==> config.mk <==
export PLATFORM = sky130hd
export DESIGN_NAME = bit_comparator
export DESIGN_NICKNAME = d
export VERILOG_FILES = /design/src/rtl/bit_comparator.sv
export SDC_FILE = /design/constraint.sdc
export NUM_CORES = 1
export LEC_CHECK = 0
export ABC_AREA = 1
export CAP_MARGIN = 10
export CORE_AREA = 2 2 39 41
export CTS_BUF_LIST = sky130_fd_sc_hd__clkbuf_8
export DETAILED_ROUTE_END_ITERATION = 8
export DIE_AREA = 0 0 41 43
export PLACE_DENSITY = 0.41
export SETUP_SLACK_MARGIN = 0.02
export SKIP_CTS_REPAIR_TIMING = 1
export SLEW_MARGIN = 10
export SYNTH_ARGS = -nofsm -noshare
export SYNTH_HDL_FRONTEND = slang
export SYNTH_SLANG_ARGS = --single-unit
==> constraint.sdc <==
create_clock -name clk -period 0.9 [get_ports clk]
set_clock_uncertainty 0.15 [all_clocks]
set_input_delay 0.225 -clock clk [delete_from_list [all_inputs] [get_ports clk]]
set_output_delay 0.225 -clock clk [all_outputs]
set_load 0.02 [all_outputs]
==> src/rtl/bit_comparator.sv <==
`default_nettype none
// ============================================================================
// Module   : bit_comparator
// Purpose  : 2-bit unsigned magnitude comparator with optional input
//            synchronizers and registered one-hot gt/eq/lt flags.
//            Optional statistics counters are enabled by defining BC_STATS_EN.
// Revision : 1.0 - initial release
// ============================================================================
module bit_comparator #(
    parameter int OUT_REG     = 1,
    parameter int SYNC_STAGES = 0,
    parameter int CNT_W       = 8
) (
    input  logic             clk,
    input  logic             rst_n,
    input  logic             a1,
    input  logic             a2,
    input  logic             b1,
    input  logic             b2,
    output logic             c,
    output logic             d,
    output logic             e
`ifdef BC_STATS_EN
    ,
    output logic [CNT_W-1:0] gt_cnt,
    output logic [CNT_W-1:0] eq_cnt,
    output logic [CNT_W-1:0] lt_cnt
`endif
);

    localparam logic [2:0] RST_FLAGS = 3'b010;

    logic       run_q;
    logic [3:0] ops;
    logic       gt_d;
    logic       eq_d;
    logic       lt_d;

    if (SYNC_STAGES < 0 || SYNC_STAGES > 3 || CNT_W < 1) begin : g_param_check
        $error("bit_comparator: SYNC_STAGES must be 0..3 and CNT_W >= 1");
    end

    // Single release flop: every state flop first updates on the second edge after rst_n rises.
    always_ff @(posedge clk or negedge rst_n) begin
        if (!rst_n) begin
            run_q <= 1'b0;
        end else begin
            run_q <= 1'b1;
        end
    end

    if (SYNC_STAGES > 0) begin : g_sync
        logic [3:0] sync_q [SYNC_STAGES];

        always_ff @(posedge clk or negedge rst_n) begin
            if (!rst_n) begin
                for (int i = 0; i < SYNC_STAGES; i++) begin
                    sync_q[i] <= 4'b0000;
                end
            end else if (run_q) begin
                sync_q[0] <= {a1, a2, b1, b2};
                for (int i = 1; i < SYNC_STAGES; i++) begin
                    sync_q[i] <= sync_q[i-1];
                end
            end
        end

        assign ops = sync_q[SYNC_STAGES-1];
    end else begin : g_nosync
        assign ops = {a1, a2, b1, b2};
    end

    // ops = {A[1], A[0], B[1], B[0]}
    always_comb begin
        gt_d = (ops[3] & ~ops[1]) | (~(ops[3] ^ ops[1]) & ops[2] & ~ops[0]);
        eq_d = ~(ops[3] ^ ops[1]) & ~(ops[2] ^ ops[0]);
        lt_d = ~gt_d & ~eq_d;
    end

    if (OUT_REG != 0) begin : g_out_reg
        logic [2:0] flags_q;

        always_ff @(posedge clk or negedge rst_n) begin
            if (!rst_n) begin
                flags_q <= RST_FLAGS;
            end else if (run_q) begin
                flags_q <= {gt_d, eq_d, lt_d};
            end
        end

        assign {c, d, e} = flags_q;
    end else begin : g_out_comb
        assign {c, d, e} = {gt_d, eq_d, lt_d};
    end

`ifdef BC_STATS_EN
    logic             cnt_en_q;
    logic [CNT_W-1:0] gt_cnt_q;
    logic [CNT_W-1:0] eq_cnt_q;
    logic [CNT_W-1:0] lt_cnt_q;

    // cnt_en_q lags run_q so the reset-held flags are never counted.
    always_ff @(posedge clk or negedge rst_n) begin
        if (!rst_n) begin
            cnt_en_q <= 1'b0;
            gt_cnt_q <= '0;
            eq_cnt_q <= '0;
            lt_cnt_q <= '0;
        end else begin
            cnt_en_q <= run_q;
            if (cnt_en_q) begin
                if (c && (gt_cnt_q != {CNT_W{1'b1}})) gt_cnt_q <= gt_cnt_q + 1'b1;
                if (d && (eq_cnt_q != {CNT_W{1'b1}})) eq_cnt_q <= eq_cnt_q + 1'b1;
                if (e && (lt_cnt_q != {CNT_W{1'b1}})) lt_cnt_q <= lt_cnt_q + 1'b1;
            end
        end
    end

    assign gt_cnt = gt_cnt_q;
    assign eq_cnt = eq_cnt_q;
    assign lt_cnt = lt_cnt_q;
`endif

endmodule
`default_nettype wire

# Word level (Yosys, flattened, before mapping)
# Index checks and enable logic that the tools add are counted.
# classes
bitwise	14
# ops
operator	n
$not 1->1	6
$and 1x1->1	5
$xor 1x1->1	2
$or 1x1->1	1
# word_totals
reg_bits	4
input_bits	6
output_inout_bits	3
elab_cells	16

# Depth between registers and ports, before layout
# depth
word_depth	7
ltp_mapped	7
depth_no_buf	7

# Least setup slack after synthesis
# Ideal clock, no wire load.
# synth_path
path_kind	in2reg
start	input b1
end	register g_out_reg.flags_q[0]
setup_time_ns	0.117
arrival_time_ns	0.808
required_time_ns	0.633
path_slack_ns	-0.175
stages	7
path_buffers	0
path_cell_list	inv_1 > ha_1 > nand2_1 > nor2_1 > nor2_2 > nand3_1 > nand2_1
# synth_between
elab_chain_len	7
word_cells_on_any_way	11
cone_classes	bitwise (11)
# synth_rtl
element	line	text
start: declaration	18	input logic b1,
$xor 1x1->1	75, 76	
$not 1->1	75, 76	
$and 1x1->1 (2 in series)	75	gt_d = (ops[3] & ~ops[1]) | (~(ops[3] ^ ops[1]) & ops[2] & ~ops[0]);
$or 1x1->1	75	
$not 1->1	77	lt_d = ~gt_d & ~eq_d;
$and 1x1->1 (*)	77	
end signal: assignment	87	flags_q <= {gt_d, eq_d, lt_d};
end: declaration	81	logic [2:0] flags_q;
# Mark *: on every way between the ends. The rest lies on a longest branch, timed or not.
# A chain may end at the register's enable or synchronous reset.

# Worst setup path in the final report
# layout_path
start	register g_out_reg.flags_q[1]
end	output d
# layout_lines
element	line	text
end: declaration	21	output logic d,
# No word-level cell between the ends.

==> flow_metrics.env <==
export IMPL_status="finished, violations left"
export IMPL_violations="negative setup slack"
export IMPL_vias_per_cell=3.53
export IMPL_p_leak_nw=0.205
export IMPL_worstPathMaxFanout=2
export IMPL_path_buf_inv=1
export IMPL_core_area_sq_um=1380
export IMPL_place_inst=47
export IMPL_hold_violations=0
export IMPL_layout_nets=45
export IMPL_gp_congestion=0.613
export IMPL_synth_area_sq_um=193
export IMPL_fin_crit_ns=1.23
export IMPL_vias=187
export IMPL_critPathTopFamily="flip-flops"
export IMPL_rsz0062_at_grt="yes"
export IMPL_final_common_cell="nand2_1"
export IMPL_synth_cells=23
export IMPL_dp_slack_ns=-0.876
export IMPL_fp_dieW_um=41
export IMPL_final_setup_viol_count=4
export IMPL_drt_first_iter_violations=0
export IMPL_cp_required_ns=0.52
export IMPL_hold_path_class="input port to async pin"
export IMPL_ys_seq_area_share_pct=52.6
export IMPL_track_usage_pct=5.53
export IMPL_synth_cell_type_count=11
export IMPL_cts_buffers=3
export IMPL_final_util_pct=28.3
export IMPL_fillers=145
export IMPL_critPathCaptureType="output pin"
export IMPL_grt_pass1_wl_um=586
export IMPL_post_dp_hpwl_um=299
export IMPL_firstDrtPassIters=1
export IMPL_cts_sinks=4
export IMPL_maxSlewViolCount=0
export IMPL_yosys_warnings=0
export IMPL_drt_total_wl_um=397
export IMPL_cpMaxStageDelayCell="dfstp_2"
export IMPL_io_pins=9
export IMPL_post_drt_wl_per_cell_um=7.49
export IMPL_clk_pin_slew_ns=0.03
export IMPL_max_freq_mhz=813
export IMPL_crit_start="g_out_reg.flags_q[1]"
export IMPL_clk_insertion_delay_late_ns=0.22
export IMPL_worst_ir_drop_vdd_mv=0.572
export IMPL_synth_seq_cells=4
export IMPL_antenna_found_initial=0
export IMPL_cts_buffer_depth=2
export IMPL_cpPeakStageDelay_ns=0.53
export IMPL_drive_gt1_share_pct=48.6
export IMPL_powerDensity_nw_per_um2=1940
export IMPL_power_w=0.000761
export IMPL_htreeDepth=1
export IMPL_cp_cell_sequence="buf_6"
export IMPL_grt_max_degree=6
export IMPL_rows=14
export IMPL_clockRootBuffer="clkbuf_8"
export IMPL_die_h_um=43
export IMPL_post_route_drc_count=0
export IMPL_first_global_vias=172
export IMPL_ant_nets=0
export IMPL_drv_cap=0
export IMPL_area_growth_pct=103
export IMPL_antenna_cells=0
export IMPL_start_util_pct=13.9
export IMPL_arrival_ns=0.85
export IMPL_period_share_pct=137
export IMPL_avgSynthCellArea_sq_um=8.38
export IMPL_final_cells=53
export IMPL_setup_slack_ns=-0.329
export IMPL_regArea_sq_um=101
export IMPL_r2r_start="g_out_reg.flags_q[2]"
export IMPL_overflow=0
export IMPL_multi_input_area_sq_um=93.8
export IMPL_dieArea_sq_um=1760
export IMPL_start_kind="register"
export IMPL_io_buffers=8
export IMPL_cts_tree="built"
export IMPL_syn_nets=30
export IMPL_path_class="register to output pin"
export IMPL_mostFrequentLayoutCells="nand2_1, inv_1, clkbuf_8, dfrtp_1, buf_6"
-- sequential cells by signal, indices dropped and copies added, names as in the netlist --
name,flops
g_out_reg.flags_q,3
run_q,1
-- final timing paths --
| check | depth (start not counted) | end | slack [ns] |
|---|---|---|---|
| max reg2reg | 3 | g_out_reg.flags_q[2] | 0.02 |
| min | 1 | g_out_reg.flags_q[0] | 0.06 |
| min reg2reg | 2 | g_out_reg.flags_q[1] | 0.32 |
| max | 1 | d | -0.33 |
| min in group clk | 4 | g_out_reg.flags_q[1] | 0.23 |
| max in group asynchronous | 1 | g_out_reg.flags_q[1] | 0.30 |
-- stage by stage --
stage | cell area, sq um | hold WS (ns) | TNS, ns
after floorplan | 218 | -0.221 | -0.318
after global placement | 318 | 0.287 | -3.69
after detailed placement | 318 | 0.289 | -3.78
after CTS | 363 | 0.0577 | -3.80
after global routing | 392 | 0.0696 | -0.896
final | 392 | 0.0553 | -0.769
-- synthesized netlist by cell type, drive strengths merged --
cell type  instances  area (sq um)
dfrtp              3          75.1
nor2               2          10.0
dfstp              1          26.3
conb               1          3.75
ha                 1          12.5
nand3              2          10.0
nand2              7          26.3
o21ai              2          13.8
inv                4          15.0
-- layer usage --
metal / up-vias / global-route usage [%] / wire length (um) / part of all wire [%]
met3: 2 / 3.14 / 27 / 6.8
li1: 95 / - / - / -
met1: 80 / 4.21 / 161 / 41
met2: 10 / 8.44 / 188 / 47
met5: - / 0 / 0 / 0
met4: 0 / 6.00 / 19 / 4.8
-- layout make-up --
class                           instances  area share, %
Clock inverter                          1          0.958
Tap cell                               16           5.11
Timing Repair Buffer                   10           26.5
Inverter                                4           7.03
Multi-Input combinational cell         15           24.0
Sequential cell                         4           25.9
Clock buffer                            3           10.5
-- logic make-up (layout without fill, tap and decap cells) --
logic type / Yosys count / in the layout / share of synthesized area (%)
other cells: 1 / 1 / 1.95
buf+inv: 4 / 18 / 7.79
fa+ha+maj: 1 / 1 / 6.49
simple gates: 11 / 11 / 24.0
compound gates: 2 / 2 / 7.14
flops: 4 / 4 / 52.6
-- report_power, final --
part	switching, W	internal, W
combinational	0.0000696	0.0000849
clock	0.0000988	0.000291
sequential	0.0000125	0.000203
(Power assumes the default switching activity.)
